--- src/rtl/counter_job_arbiter_if.sv ---
// Job request bundle for two requesters plus the shared counter status returned by the arbiter.
interface counter_job_arbiter_if #(
  parameter int WIDTH = 4,
  parameter int LEN_W = 8
);
  logic             req0_valid;
  logic             req0_ready;
  logic             req0_down;
  logic [WIDTH-1:0] req0_mod;
  logic [LEN_W-1:0] req0_len;
  logic             req1_valid;
  logic             req1_ready;
  logic             req1_down;
  logic [WIDTH-1:0] req1_mod;
  logic [LEN_W-1:0] req1_len;
  logic [WIDTH-1:0] count;
  logic             busy;
  logic             owner;
  logic             wrap;
  logic             done0;
  logic             done1;

  modport master (
    output req0_valid, req0_down, req0_mod, req0_len,
    output req1_valid, req1_down, req1_mod, req1_len,
    input  req0_ready, req1_ready,
    input  count, busy, owner, wrap, done0, done1
  );

  modport slave (
    input  req0_valid, req0_down, req0_mod, req0_len,
    input  req1_valid, req1_down, req1_mod, req1_len,
    output req0_ready, req1_ready,
    output count, busy, owner, wrap, done0, done1
  );
endinterface

--- src/rtl/counter_job_arbiter.sv ---
// Round-robin sequencer that owns one up/down mod-N counter and runs one requester job at a time.
module counter_job_arbiter #(
  parameter int WIDTH = 4,
  parameter int LEN_W = 8
) (
  input  logic                  clk,
  input  logic                  rst_n,
  counter_job_arbiter_if.slave  bus
);

  typedef enum logic [1:0] {IDLE, RUN, DONE} state_t;

  state_t           state;
  logic [WIDTH-1:0] count;
  logic [WIDTH-1:0] mod_r;
  logic [LEN_W-1:0] remaining;
  logic             down_r;
  logic             busy;
  logic             owner;
  logic             wrap;
  logic             done0;
  logic             done1;
  logic             prio;

  logic             ready0;
  logic             ready1;
  logic             accept;
  logic             sel_down;
  logic [WIDTH-1:0] sel_mod;
  logic [LEN_W-1:0] sel_len;
  logic [WIDTH-1:0] next_count;
  logic             next_wrap;

  // A requester only loses a tie when the other one holds priority.
  assign ready0   = (state == IDLE) && bus.req0_valid && (!bus.req1_valid || !prio);
  assign ready1   = (state == IDLE) && bus.req1_valid && (!bus.req0_valid ||  prio);
  assign accept   = ready0 || ready1;
  assign sel_down = ready1 ? bus.req1_down : bus.req0_down;
  assign sel_mod  = ready1 ? bus.req1_mod  : bus.req0_mod;
  assign sel_len  = ready1 ? bus.req1_len  : bus.req0_len;

  always_comb begin
    next_count = count;
    next_wrap  = 1'b0;
    if (down_r) begin
      if (count == '0) begin
        next_count = mod_r;
        next_wrap  = 1'b1;
      end else begin
        next_count = count - WIDTH'(1);
      end
    end else if (count == mod_r) begin
      next_count = '0;
      next_wrap  = 1'b1;
    end else begin
      next_count = count + WIDTH'(1);
    end
  end

  always_ff @(posedge clk or negedge rst_n) begin
    if (!rst_n) begin
      state     <= IDLE;
      count     <= '0;
      mod_r     <= '0;
      remaining <= '0;
      down_r    <= 1'b0;
      busy      <= 1'b0;
      owner     <= 1'b0;
      wrap      <= 1'b0;
      done0     <= 1'b0;
      done1     <= 1'b0;
      prio      <= 1'b0;
    end else begin
      wrap  <= 1'b0;
      done0 <= 1'b0;
      done1 <= 1'b0;
      case (state)
        IDLE: begin
          if (accept) begin
            down_r    <= sel_down;
            mod_r     <= sel_mod;
            remaining <= sel_len;
            owner     <= ready1;
            busy      <= 1'b1;
            count     <= sel_down ? sel_mod : '0;
            // A zero-length job skips straight to completion.
            if (sel_len != '0) begin
              state <= RUN;
            end else begin
              state <= DONE;
              done0 <= !ready1;
              done1 <= ready1;
            end
          end else begin
            busy <= 1'b0;
          end
        end
        RUN: begin
          count     <= next_count;
          wrap      <= next_wrap;
          remaining <= remaining - LEN_W'(1);
          if (remaining == LEN_W'(1)) begin
            state <= DONE;
            done0 <= !owner;
            done1 <= owner;
          end
        end
        DONE: begin
          state <= IDLE;
          busy  <= 1'b0;
          prio  <= !owner;
        end
        default: state <= IDLE;
      endcase
    end
  end

  assign bus.req0_ready = ready0;
  assign bus.req1_ready = ready1;
  assign bus.count      = count;
  assign bus.busy       = busy;
  assign bus.owner      = owner;
  assign bus.wrap       = wrap;
  assign bus.done0      = done0;
  assign bus.done1      = done1;

endmodule

--- src/flat_wrapper.sv ---
// flat-port wrapper written by rule: the top's interface ports become plain ports
module counter_job_arbiter_flat 
#(
  parameter int WIDTH = 4,
  parameter int LEN_W = 8
)
  (clk, rst_n, bus_req0_valid, bus_req0_down, bus_req0_mod, bus_req0_len, bus_req1_valid, bus_req1_down, bus_req1_mod, bus_req1_len, bus_req0_ready, bus_req1_ready, bus_count, bus_busy, bus_owner, bus_wrap, bus_done0, bus_done1);
  counter_job_arbiter_if #(.WIDTH(WIDTH), .LEN_W(LEN_W)) bus_i ();
  input  logic clk;
  input  logic rst_n;
  input wire logic [$bits(bus_i.req0_valid)-1:0] bus_req0_valid;
  input wire logic [$bits(bus_i.req0_down)-1:0] bus_req0_down;
  input wire logic [$bits(bus_i.req0_mod)-1:0] bus_req0_mod;
  input wire logic [$bits(bus_i.req0_len)-1:0] bus_req0_len;
  input wire logic [$bits(bus_i.req1_valid)-1:0] bus_req1_valid;
  input wire logic [$bits(bus_i.req1_down)-1:0] bus_req1_down;
  input wire logic [$bits(bus_i.req1_mod)-1:0] bus_req1_mod;
  input wire logic [$bits(bus_i.req1_len)-1:0] bus_req1_len;
  output wire logic [$bits(bus_i.req0_ready)-1:0] bus_req0_ready;
  output wire logic [$bits(bus_i.req1_ready)-1:0] bus_req1_ready;
  output wire logic [$bits(bus_i.count)-1:0] bus_count;
  output wire logic [$bits(bus_i.busy)-1:0] bus_busy;
  output wire logic [$bits(bus_i.owner)-1:0] bus_owner;
  output wire logic [$bits(bus_i.wrap)-1:0] bus_wrap;
  output wire logic [$bits(bus_i.done0)-1:0] bus_done0;
  output wire logic [$bits(bus_i.done1)-1:0] bus_done1;
  assign bus_i.req0_valid = bus_req0_valid;
  assign bus_i.req0_down = bus_req0_down;
  assign bus_i.req0_mod = bus_req0_mod;
  assign bus_i.req0_len = bus_req0_len;
  assign bus_i.req1_valid = bus_req1_valid;
  assign bus_i.req1_down = bus_req1_down;
  assign bus_i.req1_mod = bus_req1_mod;
  assign bus_i.req1_len = bus_req1_len;
  assign bus_req0_ready = bus_i.req0_ready;
  assign bus_req1_ready = bus_i.req1_ready;
  assign bus_count = bus_i.count;
  assign bus_busy = bus_i.busy;
  assign bus_owner = bus_i.owner;
  assign bus_wrap = bus_i.wrap;
  assign bus_done0 = bus_i.done0;
  assign bus_done1 = bus_i.done1;
  counter_job_arbiter #(.WIDTH(WIDTH), .LEN_W(LEN_W)) u_core (.clk(clk), .rst_n(rst_n), .bus(bus_i));
endmodule
--- config.mk ---
export PLATFORM = sky130hd
export DESIGN_NAME = counter_job_arbiter_flat
export DESIGN_NICKNAME = d
export VERILOG_FILES = /design/src/rtl/counter_job_arbiter_if.sv /design/src/rtl/counter_job_arbiter.sv /design/src/flat_wrapper.sv
export SDC_FILE = /design/constraint.sdc
export NUM_CORES = 1
export LEC_CHECK = 0
export CAP_MARGIN = 25
export CORE_ASPECT_RATIO = 1.4
export CORE_UTILIZATION = 53
export DETAILED_ROUTE_END_ITERATION = 8
export HOLD_SLACK_MARGIN = 0.12
export PLACE_DENSITY_LB_ADDON = 0.2
export RECOVER_POWER = 50
export SYNTH_ARGS = -nofsm -noshare
export SYNTH_HDL_FRONTEND = slang
export SYNTH_SLANG_ARGS = --single-unit
--- constraint.sdc ---
create_clock -name clk -period 4.1 [get_ports clk]
set_input_delay 0.82 -clock clk [delete_from_list [all_inputs] [get_ports clk]]
set_output_delay 0.82 -clock clk [all_outputs]
set_load 0.02 [all_outputs]
==> impl_metrics.toml, run 1 <==
[outcome]
outcome = "complete, no violations"

[routing]
vias = 1547
wl_per_cell_um = 16.63
drt.antenna.violating_nets = 0
vias_per_cell = 6.139
drc = 0
drt-initial-drc-count = 63
dr.pass1.iters = 5
wl_mm = 4.191

[clocking]
cts_root_buf = "clkbuf_8"
clkLatencyLatePin_ns = 0.26
cts.clk_slew.worst_paths_ns = 0.08
cts_buffers = 3
hold_buffers = 0
htreeDepth = 1
post_cts_buffers = 0
clk_path_buf_depth = 2
cts.repair.resized = 0
cts_tree = "built"
clock_sinks = 25

[timing]
rsz0062_at_grt = "no"
tightest_slew_ns = 0.8613
period_share_pct = 85.07
slew_headroom_pct = 42.58
report.final.slew_viol_count = 0
maxClockFrequency_mhz = 286.7
period_needed_ns = 3.488
hold_violations = 0
finalSetupViolCount = 0
tns_ns = 0
finClkSkew_ns = 0.002106

[worst_setup_path]
r2r_cells = 6
crit_required_ns = 3.28
r2r-start = "u_core.bus.count[0]"
critPathKind = "input port to output port"
reg2reg_to = "u_core.bus.count[0]"
r2r_slack_ns = 2.07
crit_path_end_kind = "output port"
cp_cell_sequence = "clkdlybuf4s50_1 -> nor3b_4 -> nand2_4 -> clkinv_4 -> clkdlybuf4s50_1"
critPathMaxFanout = 17
critPathMaxStageDelay_ns = 0.61
crit_cells = 5
critPathLaunchType = "input port"
crit_buf_inv = 3
critPathArrivalTime_ns = 2.67
worst_path_max_delay_cell = "clkdlybuf4s50_1"
critPathTopFamily = "buffers and inverters"
cp_common_cell = "clkdlybuf4s50_1"

[grt]
grt_start_max_net_pins = 20
grt_pass1_wl_mm = 7.134
grt_pass1_vias = 1603
grt_overflow = 0
antenna_found_initial = 0
grt_usage_pct = 27.79

[placed_design]
dp_hpwl_mm = 3.339
finalWeightedCongestion = 0.8276
portBuffers = 40
dp_cells = 248

[hold_path]
min_from = "u_core.bus.busy"
hold_depth = 2
hold_end = "u_core.bus.busy"
hold_class = "flop to flop"

[floorplan]
rows = 23
io_pins = 41
die_h_um = 68.63
start_util_pct = 57.25
die_area_um2 = 3403
core-area_um2 = 2935
die_w_um = 49.59

[synth]
avgSynthCellArea_um2 = 9.494
yosysTopAreaCellShare_pct = 37.23
synthTopCellsByCount = "dfrtp_1 (25), nand2_1 (23), mux2i_1 (15)"
syn_nets = 211
synth_cells = 177
async_flop_share_pct = 100.0
synth.distinct_cells = 49
syn_area_um2 = 1680
synth_warnings = 0
yosysMostFrequentCell = "dfrtp_1"
synth_edf_count = 0
ys_seq_area_share_pct = 37.23
yosysTopAreaCell = "dfrtp_1"
ys_seq_elements = 25
synthTopCellsByArea = "dfrtp_1 (37%), mux2i_1 (8.9%), nand2_1 (5.1%)"
synth_top_flop_cell = "dfrtp_1"

[finish]
finalNonFillerCells = 252
diodes = 0
final_nets = 250
syn_to_final_growth_pct = 26.51
fill_cells = 244
layout-drive-gt1-share_pct = 6.977

[power_and_ir_drop]
leakage_uw = 0.0009357
vdd_drop_max_v = 0.0004121
p_per_area_nw_per_um2 = 702.4

[job]
cap_violations = 0
sequential cells by signal, summed over array words and instances (netlist names):
name              flops
u_core.bus.done0      1
u_core.remaining      8
u_core.bus.count      4
u_core.bus.owner      1
u_core.mod_r          4
u_core.down_r         1
u_core.bus.done1      1
u_core.prio           1
u_core.bus.wrap       1
u_core.state          2
u_core.bus.busy       1
metal layers:
| metal | up-vias | part of all wire (%) | GRT usage (%) |
|---|---|---|---|
| met4 | 0 | 1.6 | 16.43 |
| li1 | 736 | - | - |
| met3 | 6 | 4.4 | 3.509 |
| met5 | - | 0 | 0 |
| met1 | 747 | 38 | 30.54 |
| met2 | 58 | 56 | 51.35 |
tightest hold or removal path, delay by kind of cell (launching register included):
kind	cells	cell delay, ns
flip-flops	1	0.36
AND/OR/NAND/NOR	2	0.12
power breakdown:
part	total (uW)	internal [uW]	switching (uW)	leakage, uW
combinational	837	388	448	0.000608
clock	144	69.4	75.0	0.0000228
sequential	512	363	149	0.000305
cell usage in the layout (no fill, tap or decap), drive strengths merged, types with 2 or more instances in the layout:
master and instances:
a221oi 2, a221o 2, nor3b 2, nor4 5, clkdlybuf4s50 38, o21a 2
xor2 7, nand4 4, and3 3, a211oi 4, o211ai 5, nor3 4
inv 6, clkbuf 5, o31ai 3, ha 4, or3 2, dfrtp 25
o21ai 10, mux2i 15, o211a 2, nand2 24, nand3 5, dlygate4sd3 2
nor2 11, a21oi 5
worst max-delay path by stage:
stage | from | end
6_report | bus_req1_valid | bus_req1_ready
5_1_grt | bus_req1_valid | bus_req1_ready
4_1_cts | bus_req1_valid | bus_req1_ready
3_5_place_dp | bus_req1_valid | bus_req1_ready
3_3_place_gp | bus_req1_valid | bus_req1_ready
2_1_floorplan | bus_req1_valid | bus_req1_ready
kinds of logic (layout without fill, tap and decap cells):
logic type | count (synthesis) | in the layout | synth area share (%)
mux | 16 | 16 | 9.605
xor+xnor | 8 | 8 | 4.170
fa+ha+maj | 4 | 4 | 2.979
simple gates | 66 | 66 | 22.34
flops | 25 | 25 | 37.23
compound gates | 43 | 43 | 18.39
buf+inv | 15 | 53 | 5.286
through the flow:
stage	utilization (%)	cell area, um2	total power [uW]	hold WS [ns]	worst slack, ns
finish	72.42	2126	1493	0.5073	0.6120
floorplan	-	1680	1113	0.4847	1.929
global placement	70.76	2077	1308	0.4655	0.6515
global route	72.42	2126	1621	0.5282	0.5245
CTS	73.23	2150	1491	0.5051	0.6063
detailed placement	71.70	2105	1348	0.4901	0.6052
area by class of cell:
type	instances	area (um2)	share of cell area [%]
clock buffer	4	45.04	2.119
multi-input combinational	137	965.9	45.44
timing repair buffer	42	411.6	19.36
sequential	25	625.6	29.43
tap	37	46.29	2.178
inverter	7	31.28	1.471
Note: power is estimated with default switching activity, not from simulation.
==> inputs of run 2 (changes only) <==
CORE_MARGIN = 3   (was not set)
==> run 2 against run 1 <==
Against the previous run: global-route usage is 0.92 points lower; fmax is 1.4% lower; sequential cell count stayed put; combinational power is 2% higher; first-iteration DRC count is 25% lower; power is 1.6% higher; sequential share of layout area is 0.052 points lower; largest cell class unchanged; highest routed layer unchanged.
==> impl_metrics.toml, run 2 (synthesized netlist as in run 1, its figures left out) <==
[timing]
finClkSkew_ns = 0.006589
hold_ws_ns = 0.4891
tns_ns = 0
period_needed_ns = 3.538
hold_violations = 0
finalSetupViolCount = 0
slew_headroom_pct = 36.57
period_share_pct = 86.30
report.final.slew_viol_count = 0
setup_slack_ns = 0.5615
tightest_slew_ns = 0.9515
rsz0062_at_grt = "no"
maxClockFrequency_mhz = 282.6

[finish]
diodes = 0
layout_commonest_cell = "clkdlybuf4s50_1"
final_cell_mix = "clkdlybuf4s50_1 (38), dfrtp_1 (25), nand2_1 (23)"
syn_to_final_growth_pct = 26.73
largest_reg_flops = 8
regMostFlops = "u_core.remaining"
final_nets = 251
layout-drive-gt1-share_pct = 6.944
top_regs = "u_core.remaining: 8 flops, u_core.bus.count: 4 flops, u_core.mod_r: 4 flops"
final_core_util_pct = 72.55

[clocking]
clkLatencyLatePin_ns = 0.27
cts_buffers = 3
cts.repair.resized = 0
hold_buffers = 0
post_cts_buffers = 0
htreeDepth = 1
cts.clk_slew.worst_paths_ns = 0.09
cts_tree = "built"
cts_root_buf = "clkbuf_8"
clock_sinks = 25
clk_path_buf_depth = 2

[routing]
drc = 0
drt-initial-drc-count = 47
vias = 1599
drt.antenna.violating_nets = 0
vias_per_cell = 6.320
dr.pass1.iters = 4
wl_per_cell_um = 18.15
wl_mm = 4.593

[floorplan]
die_h_um = 72.63
io_pins = 41
start_util_pct = 57.25
die_area_um2 = 3892
rows = 23
die_w_um = 53.59
core-area_um2 = 2935

[job]
cap_violations = 0

[worst_setup_path]
critPathMaxStageDelay_ns = 0.62
crit_required_ns = 3.28
critPathArrivalTime_ns = 2.72
critPathLaunchType = "input port"
critPathMaxFanout = 17
worst_path_max_delay_cell = "clkdlybuf4s50_1"
critPathKind = "input port to output port"
crit_path_end_kind = "output port"
cp_common_cell = "clkdlybuf4s50_1"
cp_cell_sequence = "clkdlybuf4s50_1 -> nor3b_4 -> nand2_4 -> clkinv_4 -> clkdlybuf4s50_1"

[outcome]
outcome = "complete, no violations"

[grt]
grt_use_met1_pct = 26.44
grt_usage_pct = 26.87
grt_start_max_net_pins = 18
grt_overflow = 0
grt_pass1_vias = 1715
antenna_found_initial = 0
gr-max-usage-layer = "met2"
grtUsageMet2_pct = 50.20
grt_pass1_wl_mm = 7.610
use_met3_pct = 4.908

[placed_design]
portBuffers = 40
finalWeightedCongestion = 0.8861
dp_slack_ns = 0.5900
dp_hpwl_mm = 3.662

[power_and_ir_drop]
vdd_drop_max_v = 0.0005667
leakage_uw = 0.0009368
p_per_area_nw_per_um2 = 712.2

[hold_path]
hold_class = "flop to flop"
## run 2: layout make-up
type / instances / area (um2)
multi-input combinational: 137 / 965.9
fill: 228 / 805.8
sequential: 25 / 625.6
timing repair buffer: 43 / 415.4
tap: 37 / 46.29
clock buffer: 4 / 45.04
inverter: 7 / 31.28
## run 2: path summary, 6_finish.rpt
kind                                startpoint  slack (ns)                  end  cells after the start
setup / recovery                bus_req1_valid        0.56       bus_req1_ready                      5
max in group asynchronous                rst_n        1.97  u_core.remaining[3]                      2
min in group asynchronous                rst_n        0.91  u_core.bus.count[3]                      1
hold / removal                 u_core.bus.busy        0.49      u_core.bus.busy                      2
setup reg to reg           u_core.bus.count[0]        2.04  u_core.bus.count[0]                      6
hold reg to reg                u_core.bus.busy        0.49      u_core.bus.busy                      2
## run 2: where the power goes
part	total, uW	internal (uW)	switching, uW
clock network	149	69.7	79.2
logic	851	390	461
registers	517	362	155
## run 2: critical path, delay by kind of cell
kind | cells | cell delay (ns)
buffers and inverters | 3 | 1.27
AND/OR/NAND/NOR | 2 | 0.62
## run 2: per-layer routing
layer	vias up	routed length, um
met5	-	0
met4	0	161
met3	19	241
met2	68	2603
met1	777	1586
li1	735	-
## run 2: through the flow
stage,total power (uW),cells,area (um2)
2_1_floorplan,1113,177,1680
3_3_place_gp,1313,248,2085
3_5_place_dp,1369,249,2112
4_1_cts,1518,253,2157
5_1_grt,1626,253,2130
6_report,1517,253,2130
